==> src/rtl/mux_pkg.sv <==
// rtl/mux_pkg.sv - shared select constants, types and one-hot helper for mux
package mux_pkg;

   localparam int NUM_IN = 4;
   localparam int SEL_W  = 2;

   typedef logic [SEL_W-1:0] sel_t;

   localparam sel_t SEL_D0 = 2'd0;
   localparam sel_t SEL_D1 = 2'd1;
   localparam sel_t SEL_D2 = 2'd2;
   localparam sel_t SEL_D3 = 2'd3;

   // One-hot of a select index: bit n set when s == n
   function automatic logic [NUM_IN-1:0] sel_to_onehot(input sel_t s);
      logic [NUM_IN-1:0] v;
      v = {{(NUM_IN-1){1'b0}}, 1'b1};
      return v << s;
   endfunction

endpackage

==> src/rtl/mux_sel_decode.sv <==
// rtl/mux_sel_decode.sv - select bit packing and enable-gated one-hot decode
module mux_sel_decode
   import mux_pkg::*;
(
   input  logic              i_s1,
   input  logic              i_s2,
   input  logic              i_en,
   output sel_t              o_idx,
   output logic [NUM_IN-1:0] o_onehot
);

   sel_t w_idx;

   // S2 is the MSB even though S1 comes first on the ports
   assign w_idx = {i_s2, i_s1};
   assign o_idx = w_idx;

   // One-hot is forced to zero whenever the mux is disabled
   always_comb begin
      o_onehot = '0;
      if (i_en) begin
         o_onehot = sel_to_onehot(w_idx);
      end
   end

endmodule

==> src/rtl/mux.sv <==
// rtl/mux.sv - 4:1 enable-gated data mux with optional registered output
module mux
   import mux_pkg::*;
#(
   parameter int WIDTH   = 1,
   parameter bit REG_OUT = 1'b1
)(
   input  logic             clk,
   input  logic             rst_n,
   input  logic             S1,
   input  logic             S2,
   input  logic             E,
   input  logic [WIDTH-1:0] D0,
   input  logic [WIDTH-1:0] D1,
   input  logic [WIDTH-1:0] D2,
   input  logic [WIDTH-1:0] D3,
   output logic [WIDTH-1:0] Y,
   output logic [3:0]       sel_onehot
);

   sel_t              w_sel;
   logic [NUM_IN-1:0] w_onehot;
   logic [WIDTH-1:0]  w_nxt;
   logic [WIDTH-1:0]  r_y;
   logic [NUM_IN-1:0] r_onehot;

   mux_sel_decode u_decode (
      .i_s1     (S1),
      .i_s2     (S2),
      .i_en     (E),
      .o_idx    (w_sel),
      .o_onehot (w_onehot)
   );

   // Next output value: selected input when enabled, otherwise all zeros
   always_comb begin
      w_nxt = '0;
      if (E) begin
         case (w_sel)
            SEL_D0:  w_nxt = D0;
            SEL_D1:  w_nxt = D1;
            SEL_D2:  w_nxt = D2;
            SEL_D3:  w_nxt = D3;
            default: w_nxt = '0;
         endcase
      end
   end

   // Output register; kept in bypass mode too so reset behaviour is uniform
   always_ff @(posedge clk or negedge rst_n) begin
      if (!rst_n) begin
         r_y      <= '0;
         r_onehot <= '0;
      end else begin
         r_y      <= w_nxt;
         r_onehot <= w_onehot;
      end
   end

   generate
      if (REG_OUT) begin : g_reg_out
         assign Y          = r_y;
         assign sel_onehot = r_onehot;
      end else begin : g_comb_out
         // Bypass still honours reset so Y is zero while rst_n is low
         assign Y          = rst_n ? w_nxt    : '0;
         assign sel_onehot = rst_n ? w_onehot : 4'b0000;
      end
   endgenerate

endmodule

==> config.mk <==
export PLATFORM = sky130hd
export DESIGN_NAME = mux
export DESIGN_NICKNAME = d
export VERILOG_FILES = /design/src/rtl/mux_pkg.sv /design/src/rtl/mux_sel_decode.sv /design/src/rtl/mux.sv
export SDC_FILE = /design/constraint.sdc
export NUM_CORES = 1
export LEC_CHECK = 0
export ABC_CLOCK_PERIOD_IN_PS = 800
export CAP_MARGIN = 20
export CORE_AREA = 2 2 39 41
export CTS_BUF_LIST = sky130_fd_sc_hd__clkbuf_4
export DETAILED_ROUTE_END_ITERATION = 7
export DIE_AREA = 0 0 41 43
export PLACE_DENSITY = 0.46
export SLEW_MARGIN = 10
export SYNTH_ARGS = -nofsm -noshare
export SYNTH_HDL_FRONTEND = slang
export SYNTH_SLANG_ARGS = --single-unit
==> constraint.sdc <==
create_clock -name clk -period 0.8 [get_ports clk]
set_input_delay 0.12 -clock clk [delete_from_list [all_inputs] [get_ports clk]]
set_output_delay 0.12 -clock clk [all_outputs]
set_load 0.005 [all_outputs]
After elaboration in Yosys (flattened, before gate mapping):

Index checks and enable logic that the tools add are counted.

* word-level logic and storage cells: 10
* output and inout bits: 5
* bits of input ports: 9
* register bits: 5

* muxes and demuxes: 3
* shift operators: 1
* reduce and logical (&&, ||, !) cells: 1
* equal/unequal tests: 3

Operator list (count)
* $eq A2 B2 Y1 const B: 2
* $mux W4: 1
* $pmux W1 S4: 1
* $shl A1 B2 Y4 const A: 1
* $eq A2 B1 Y1 const B: 1
* $logic_not A2 Y1: 1
* $mux W1: 1

Logic depth before layout (Yosys ltp):

* word-level depth: 3
* mapped depth: 2
* gate-level depth less buffers: 2

Hierarchy:

Synthesis repeated with hierarchy kept, for this count alone.

* cells, all modules: 13
* area, all modules: 206.4 µm²

By module, submodules not included
* mux: times used 1, area an instance 153.9 µm², cells an instance 7
* mux_sel_decode: times used 1, area an instance 52.6 µm², cells an instance 6

Least setup slack after synthesis:

OpenSTA, ideal clock, no wires.

* kind: in2reg
* from: in E
* to: reg r_y (netlist: Y)
* stages: 2
* arrival: 0.498 ns
* library setup time: 0.082 ns
* setup slack: 0.220 ns
* path through: or2b_1 > o22ai_1

* longest elaborated chain between the ends: 1

RTL lines
* from (decl): RTL line mux.sv:12 `input logic E,`
* $mux W1: RTL line mux.sv:38 `if (E) begin`
* named net w_nxt: RTL line mux.sv:23 `logic [WIDTH-1:0] w_nxt;`
* to (signal assigned): RTL line mux.sv:55 `r_y <= w_nxt;`
* to (decl): RTL line mux.sv:24 `logic [WIDTH-1:0] r_y;`

The timed path passes the listed nets, and every way through them passes these cells.

Worst setup path after layout:

* from: reg r_y (netlist: Y)
* to: out Y

RTL lines
* to (decl): RTL line mux.sv:17 `output logic [WIDTH-1:0] Y,`

No word-level cell between the ends.

==> results.yml <==
floorplanning:
  dieArea_um2: 1760
  core_area_um2: 1380
  initial_utilization_pct: 13.1
  io_pins: 14
  die_y_um: 43
  row_count: 14
  fp.dieW_um: 41
global_routing:
  grtUsageMet1_pct: 5.56
  gr-total-overflow: 0
  antenna_found_initial: 0
  grt.met3_usage_pct: 5.24
  grt_max_degree: 6
  grt_pass1_vias: 155
  grt_use_met2_pct: 5.63
  busiest_layer: "met4"
  grt_pass1_wl_um: 586
  grt_use_total_pct: 6.05
pwr:
  switchingPower_w: 0.000128
  p_leak_nw: 0.179
  power_frac_comb_pct: 11.4
  p_clk_share_pct: 48.2
  seq_power_share_pct: 40.4
  vdd_drop_max_mv: 0.322
  power_density_nw_per_um2: 1990
  p_sw_share_pct: 19.4
  p_int_w: 0.000534
timing:
  slew_headroom_pct: 86.1
  hold_violations: 0
  rsz0062_at_grt: "true"
  timing.final.max_slew_violations: 0
  min_period_ps: 831
  setup_viol: 5
  fmax_ghz: 1.20
  worst_slack_ps: -30.7
  worst_pin_slew_ps: 209
  period_share_pct: 104
critical_path:
  cp-endpoint: "Y"
  critPathBufInv: 1
  startpoint: "Y$_DFF_PN0_"
  startpoint_type: "flop"
  cp-end-kind: "output pin"
  critical_path.cell_chain: "buf_2"
  max_stage_delay_ps: 350
  worstPathArrival_ps: 710
  path_delay_family: "flip-flops"
  slowest_stage: "dfrtp_1"
  criticalPathCategory: "flop to output pin"
  cp.required_ps: 680
  cp.depth: 1
  cp_max_fo: 1
placed_design:
  place_congestion: 0.603
  port_buffers: 13
  dp_slack_ps: -346
  place_area_um2: 332
cts:
  clock_path_buffers: 2
  path_clk_slew_ps: 40
  cts_setup_buffers: 0
  cts.sink_count: 5
  cts_root_buf: "clkbuf_4"
  cts_tree: "built"
  htreeDepth: 1
  cts_buffers: 3
route:
  postRouteAntennaNets: 0
  drc_errors: 0
  drtIter0Drc: 0
  drtPass1Iterations: 1
  routed_via_density: 3.35
  wl_per_cell_um: 7.83
  drt_wl_total_um: 376
  vias: 161
synth:
  synth_fa_ha_area_share_pct: 0
  synth-simple-area-share_pct: 14.5
  ys_types: 7
  synth_top_family_by_area: "simple AND/OR/NAND/NOR gates"
  synthCells: 15
  synth_compound_area_share_pct: 3.45
  synth_warnings: 0
  syn_nets: 24
  ys_seq_area_share_pct: 69.0
  synth.area.mux_share_pct: 11.0
  synth_xor_area_share_pct: 0
  synthTopCellsByArea: "dfrtp_1 69%, mux2i_1 11%, nor2_1 8.3%, or2b_1 4.1%, o22ai_1 3.4%"
  syn_area_um2: 181
  synth-seq-cells: 5
  avgSynthCellArea_um2: 12.1
  yosys.area.top_type_share_pct: 69.0
  yosysTopAreaCell: "dfrtp_1"
layout:
  diodes: 0
  syn2layout_area_growth_pct: 83.4
  stdcell_area_um2: 333
  nFillCells: 149
  multi_input_area_um2: 52.6
  final_cell_mix: "5 x dfrtp_1, 5 x clkdlybuf4s50_1, 5 x buf_2"
  post_route_cells_drive_above_1_share_pct: 28.1
  fin_nets: 42
  seqCellArea_um2: 125
status:
  violations: "setup timing"
  status: "finished, violations left"
job:
  cap_violations: 0
hold_path:
  hold_class: "input port to asynchronous set/reset pin"
-- registers in the layout, summed over array words and instances, names as in the netlist --
name        cells
Y               1
sel_onehot      4
-- cells in the mapped netlist --
cell type  instances
inv_1              1
dfrtp_1            5
mux2i_1            2
nand2_1            1
nor2_1             4
or2b_1             1
o22ai_1            1
-- worst min-delay path by stage --
stage / startpoint / endpoint / slack [ps] / cells past startpoint
after CTS: rst_n / sel_onehot[3]$_DFF_PN0_ / 90 / 1
after floorplan: rst_n / Y$_DFF_PN0_ / -180 / 0
after global placement: rst_n / sel_onehot[2]$_DFF_PN0_ / 350 / 1
after detailed placement: rst_n / sel_onehot[2]$_DFF_PN0_ / 350 / 1
final: rst_n / sel_onehot[2]$_DFF_PN0_ / 90 / 1
after global routing: rst_n / sel_onehot[3]$_DFF_PN0_ / 100 / 1
-- logic make-up (layout without fill, tap and decap cells) --
| kind of cell | count (synthesis) | after routing |
|---|---|---|
| simple gates | 6 | 6 |
| flops | 5 | 5 |
| mux | 2 | 2 |
| compound gates | 1 | 1 |
| buf+inv | 1 | 18 |
-- power groups by stage --
stage	sequential [W]	combinational [W]	clock, W
global route	0.000268	0.0000853	0.000354
detailed placement	0.000272	0.0000929	0
floorplan	0.000274	0.0000185	0
finish	0.000268	0.0000754	0.000319
global placement	0.000272	0.0000919	0
CTS	0.000268	0.0000766	0.000336
-- final cells by class --
type                       instances  area share (%)
sequential                         5            37.6
timing repair buffer              13            30.5
clock buffer                       4            9.02
multi-input combinational          9            15.8
tap                               16            6.02
inverter                           1            1.13
-- layer usage --
| layer | share of wire, % | routed length [um] |
|---|---|---|
| met1 | 34 | 129 |
| met2 | 32 | 120 |
| met3 | 27 | 101 |
| met4 | 6.6 | 25 |
| met5 | 0 | 0 |
-- per-stage QoR --
step / cells / hold WS [ps] / utilization, % / total power, W / setup TNS [ps]
finish: 48 / 91.7 / 24.1 / 0.000662 / -126
global placement: 44 / 350 / 24.0 / 0.000364 / -1580
CTS: 48 / 89.7 / 24.1 / 0.000680 / -189
detailed placement: 44 / 348 / 24.0 / 0.000365 / -1570
floorplan: 15 / -176 / - / 0.000292 / 0
global route: 48 / 101 / 24.1 / 0.000707 / -273
-- repair_timing --
item,in CTS,in global routing
pin swaps,1,0
setup endpoints to repair,6,5
resized for setup,23,0
hold buffers,0,0
Note: power is estimated with default switching activity, not from simulation.
